### src/rtl/pc_fetch_sequencer.sv
// Fetch controller: computes next_pc for the pc register, runs the imem request/ack
// handshake and holds one fetched instruction for decode.
module pc_fetch_sequencer #(
    parameter logic [31:0] RESET_PC    = 32'h0100_0000,
    parameter logic [31:0] TRAP_VEC    = 32'h0000_0100,
    parameter int unsigned ACK_TIMEOUT = 16
) (
    input  logic        clk,
    input  logic        reset,
    input  logic [31:0] current_pc,
    output logic [31:0] next_pc,
    output logic        imem_req,
    output logic [31:0] imem_addr,
    input  logic        imem_ack,
    input  logic [31:0] imem_rdata,
    output logic        instr_valid,
    output logic [31:0] instr,
    output logic [31:0] instr_pc,
    input  logic        instr_ready,
    input  logic        redirect_valid,
    input  logic [31:0] redirect_target,
    input  logic        trap,
    input  logic        halt_req,
    output logic        halted,
    output logic        misalign_err,
    output logic        timeout_err
);

    typedef enum logic [2:0] {
        S_IDLE,
        S_FETCH,
        S_FLUSH,
        S_ISSUE,
        S_HALT
    } state_t;

    localparam logic [7:0] CNT_LAST = 8'(ACK_TIMEOUT - 1);

    state_t      state;
    state_t      state_nxt;
    logic [7:0]  cnt;
    logic [7:0]  cnt_nxt;
    logic        waiting;
    logic        misaligned;
    logic        timeout;
    logic        trap_take;
    logic        redir;
    logic        load_instr;

    function automatic logic [7:0] sat_inc(input logic [7:0] v);
        return (v == 8'hFF) ? v : v + 8'd1;
    endfunction

    assign waiting    = (state == S_FETCH) || (state == S_FLUSH);
    assign misaligned = redirect_valid && (redirect_target[1:0] != 2'b00);
    // The cycle on which the counter would reach ACK_TIMEOUT is the timeout cycle.
    assign timeout    = waiting && !imem_ack && (cnt >= CNT_LAST);
    assign trap_take  = trap || misaligned || timeout;
    assign redir      = trap_take || redirect_valid;

    assign imem_req     = (state == S_FETCH);
    assign imem_addr    = current_pc;
    assign instr_valid  = (state == S_ISSUE);
    assign halted       = (state == S_HALT);
    assign misalign_err = !reset && misaligned;
    assign timeout_err  = timeout;

    always_comb begin
        next_pc = current_pc;
        if (reset) begin
            next_pc = RESET_PC;
        end else if (trap_take) begin
            next_pc = TRAP_VEC;
        end else if (redirect_valid) begin
            next_pc = redirect_target;
        end else if ((state == S_FETCH) && imem_ack) begin
            next_pc = current_pc + 32'd4;
        end
    end

    // Counter clears by default; only an outstanding wait keeps counting.
    always_comb begin
        state_nxt  = state;
        cnt_nxt    = '0;
        load_instr = 1'b0;
        case (state)
            S_IDLE: begin
                state_nxt = S_FETCH;
            end
            S_FETCH: begin
                if (imem_ack) begin
                    if (!redir) begin
                        load_instr = 1'b1;
                        state_nxt  = S_ISSUE;
                    end
                end else if (timeout) begin
                    state_nxt = S_FETCH;
                end else if (redir) begin
                    state_nxt = S_FLUSH;
                end else begin
                    cnt_nxt = sat_inc(cnt);
                end
            end
            S_FLUSH: begin
                if (imem_ack || timeout) begin
                    state_nxt = S_FETCH;
                end else begin
                    cnt_nxt = sat_inc(cnt);
                end
            end
            S_ISSUE: begin
                if (redir) begin
                    state_nxt = S_FETCH;
                end else if (instr_ready) begin
                    state_nxt = halt_req ? S_HALT : S_FETCH;
                end
            end
            S_HALT: begin
                if (!halt_req) begin
                    state_nxt = S_FETCH;
                end
            end
            default: begin
                state_nxt = S_IDLE;
            end
        endcase
    end

    always_ff @(posedge clk or posedge reset) begin
        if (reset) begin
            state    <= S_IDLE;
            cnt      <= '0;
            instr    <= '0;
            instr_pc <= '0;
        end else begin
            state <= state_nxt;
            cnt   <= cnt_nxt;
            if (load_instr) begin
                instr    <= imem_rdata;
                instr_pc <= current_pc;
            end
        end
    end

endmodule

### config.mk
export PLATFORM = sky130hd
export DESIGN_NAME = pc_fetch_sequencer
export DESIGN_NICKNAME = d
export VERILOG_FILES = /design/src/rtl/pc_fetch_sequencer.sv
export SDC_FILE = /design/constraint.sdc
export NUM_CORES = 1
export LEC_CHECK = 0
export ABC_AREA = 1
export ABC_CLOCK_PERIOD_IN_PS = 6200
export BUFFER_PORTS_ARGS = -buffer_cell sky130_fd_sc_hd__buf_2
export CAP_MARGIN = 10
export CORE_UTILIZATION = 51
export DETAILED_ROUTE_END_ITERATION = 12
export GPL_TIMING_DRIVEN = 0
export PLACE_DENSITY_LB_ADDON = 0.08
export SYNTH_ARGS = -nofsm -noshare
export SYNTH_HDL_FRONTEND = slang
export SYNTH_SLANG_ARGS = --single-unit
### constraint.sdc
create_clock -name clk -period 6.2 [get_ports clk]
set_clock_uncertainty 0.15 [all_clocks]
set_input_delay 1.86 -clock clk [delete_from_list [all_inputs] [get_ports clk]]
set_output_delay 1.86 -clock clk [all_outputs]
set_load 0.02 [all_outputs]
==> results.md <==
- Worst Setup End Kind: output pin
- P_leak: 0.00369 uW
- Minimum clock period: 5.60 ns
- Later-pin clock latency in the skew report: 0.36 ns
- Fill cell count: 824
- Area occupied by multi-input gates: 2360 sq um
- Die area: 9860 sq um
- Ant. Diodes: 0
- Async S/R FF share, synth: 100%
- Sequential share of the synthesized area: 38.9%
- Final Max Slew Viols: 0
- Largest family of logic cells by synthesized area: simple AND/OR/NAND/NOR gates
- Total stage count of the critical path: 13
- Die width: 99.3 um
- Slowest-stage cell, CP: nor3_1
- Max IR drop VDD: 193 uV
- Drt drc: 0
- Most common cell on crit path: nand2_1
- Largest net degree at the start of global routing: 55
- Synth area leader: dfrtp_1
- Max-Cap Viols: 0
- Max Clock Freq: 179 MHz
- Fraction of layout cells with a size suffix above 1: 33.5%
- YS warnings: 0
- Post-cts resize count: 0
- Hold_buf cts: 0
- Final Hold Fails: 0
- Hold Path Class: reg -> reg
- Layout Nets: 1059
- Routed vias/inst: 5.23
- Crit path max fanout: 4
- Power density over the cells: 334 nW/um^2
- Synth Area in Adders: 0.518%
- Buffers on Ports: 235
- Period Utilization, post-route: 90.3%
- Synth cell types: 34
- Worst-Margin Slew: 0.653 ns
- Via count: 5593
- FF-to-FF path depth: 9
- Final WS setup: 0.601 ns
- Synth Flop Type: dfrtp_1
- Starting DRT DRC Count: 322
- Fraction of synthesized cell area taken by the top area cell type: 38.9%
- TritonCTS buffer count: 9
- Final setup viols: 0
- Place WS: 0.628 ns
- Slew HR: 56.5%
- Final Util: 69.2%
- Mux share of post-synthesis cell area: 0%
- Wire length of the first global-routing pass: 25.3 mm
- Number of global-route vias before repair: 5116
- Synth Area in Compound Gates: 10.7%
- Routability cong.: 0.908
- Initial Util: 52.5%
- H-Tree Level Count: 3
- RSZ-0062 raised after global routing: no
- Routed WL: 16.4 mm
- Rows: 35
- Core area: 9200 sq um
- EDFF count, synth: 0
- GRT Residual Overflow: 0
- CP delay by family, top: simple AND/OR/NAND/NOR gates
- Synth Area per Inst: 6.86 sq um
- CP bufs+invs: 4
- CP Cell Sequence: buf_2, ha_1, inv_1, nor2_1, inv_1, nor3_1, nand2_1, nand2_1, nand2_1, nand2_1, nand2_1, a21oi_1, buf_2
- Post-Synth Simple-Gate Area: 36.4%
- Sequential cell area: 1880 sq um
- Antenna violations before repair: 0
- Post-synthesis cell count: 704
- Root buffer selected by CTS: clkbuf_8
- Placed insts: 1054
- Drt pass-1 iters: 5
- Synth-to-layout area growth: 31.8%
- Clock Pin Slew Worst Setup and Hold Paths: 0.08 ns
- Non-Filler Instances: 1070
- Final HPWL from detailed placement: 13.0 mm
- GRT Overall Usage: 32.9%
- CTS tree: built
- Final ANT Viol Nets: 0
- Synth Area in XOR/XNOR: 1.09%
- Synthesized flop and latch total: 75
- Clock sink count: 75
- WL/cell: 15.3 um
- Top post-synthesis cells by area: dfrtp_1, nand2_1, nand3_1
- Critical path's largest stage delay: 0.38 ns
- Setup crit start kind: input port
- Classification of the worst setup path: in -> out
- Status: complete, no violations
- Clock Path Buffers: 2
- Post-Synthesis Cell Area: 4830 sq um
- # Post-CTS Setup Buffers: 0
- Die H: 99.3 um
- Critical path arrival: 3.59 ns
- CP required: 4.19 ns
- Hold depth: 2
- Top Ports: 236
-- Yosys cell counts, types with 2 or more instances --
| cell | count |
|---|---|
| buf_2 | 12 |
| o211ai_1 | 3 |
| a21oi_1 | 29 |
| dfrtp_1 | 75 |
| nand3_4 | 2 |
| nand3_2 | 2 |
| xnor2_1 | 2 |
| nand4_1 | 6 |
| nand3b_1 | 3 |
| nand2_2 | 3 |
| buf_6 | 3 |
| inv_1 | 50 |
| o21ai_1 | 13 |
| nor2_1 | 66 |
| nand3_1 | 71 |
| clkbuf_1 | 7 |
| nor2_2 | 2 |
| o21ai_0 | 46 |
| nor2_4 | 3 |
| nor3_1 | 4 |
| buf_4 | 37 |
| a31oi_1 | 6 |
| xor2_1 | 4 |
| nand2_1 | 244 |
| ha_1 | 2 |
-- metal layers --
layer / vias up / track usage, % / wire length (um)
met3: 28 / 6.68 / 1310
met5: - / 0 / 0
met4: 0 / 9.16 / 278
met2: 267 / 56.9 / 8080
met1: 2564 / 41.9 / 6680
li1: 2734 / - / -
-- report_power, final --
group	leakage (uW)	internal, uW	switching (uW)	total [uW]
logic	0.00264	327	663	989
clock network	0.0000886	152	207	359
registers	0.000958	669	106	775
total	0.00369	1150	976	2120
-- worst reg2reg max path, stage by stage, from the launching register on --
cell and delay (ns):
dfrtp_1 0.42, ha_1 0.24, nand3_1 0.11, nand3_1 0.15, nand3_4 0.16, nand3_2 0.09
inv_2 0.17, nand2_4 0.11, clkbuf_2 0.24, o21ai_0 0.22
-- flip-flops by register name, indices dropped and copies added (netlist names) --
register	flops
instr	32
instr_pc	32
cnt	8
state	3
-- kinds of logic after synthesis --
logic type	after synthesis
buf+inv	112
xor+xnor	6
compound gates	99
simple gates	409
other cells	1
flops	75
fa+ha+maj	2
-- worst paths after layout --
path	from	endpoint	slack [ns]
worst max-delay path	current_pc[2]	next_pc[26]	0.60
worst min-delay path	instr_pc[19]	instr_pc[19]	0.32
worst max register to register	cnt[0]	instr_pc[18]	4.06
worst min register to register	instr_pc[19]	instr_pc[19]	0.32
max in group asynchronous	reset	instr_pc[29]	3.98
min in group asynchronous	reset	cnt[3]	1.35
-- cells in the final DEF, fill, tap and decap left out, types with 2 or more instances in the layout --
master | netlist | final
a21oi_1 | 29 | 29
a31oi_1 | 6 | 6
buf_2 | 12 | 247
buf_4 | 37 | 37
buf_6 | 3 | 3
clkbuf_1 | 7 | 7
clkbuf_8 | 0 | 9
clkinvlp_4 | 0 | 2
conb_1 | 1 | 4
dfrtp_1 | 75 | 75
ha_1 | 2 | 2
inv_1 | 50 | 49
inv_6 | 0 | 3
nand2_1 | 244 | 244
nand2_2 | 3 | 3
nand3_1 | 71 | 71
nand3_2 | 2 | 2
nand3_4 | 2 | 2
nand3b_1 | 3 | 3
nand4_1 | 6 | 6
nor2_1 | 66 | 66
nor2_2 | 2 | 2
nor2_4 | 3 | 3
nor3_1 | 4 | 4
o211ai_1 | 3 | 3
o21ai_0 | 46 | 46
o21ai_1 | 13 | 13
xnor2_1 | 2 | 2
xor2_1 | 4 | 4
-- stage by stage --
| stage | TNS [ns] | cell area, sq um | hold WS, ns | power [uW] |
|---|---|---|---|---|
| 2_1_floorplan | 0 | 4840 | 0.364 | 1400 |
| 3_3_place_gp | -0.333 | 6150 | 0.298 | 1730 |
| 3_5_place_dp | 0 | 6180 | 0.305 | 1770 |
| 4_1_cts | 0 | 6370 | 0.324 | 2130 |
| 5_1_grt | 0 | 6370 | 0.344 | 2260 |
| 6_report | 0 | 6370 | 0.321 | 2120 |
-- layout make-up --
class / instances / area share (%)
multi-input combinational: 520 / 37.1
sequential: 75 / 29.5
timing repair buffer: 236 / 18.9
buffer: 60 / 6.33
inverter: 52 / 3.11
tap: 111 / 2.18
clock buffer: 9 / 1.95
clock inverter: 7 / 0.904
Power figures use the tool's default switching activity.
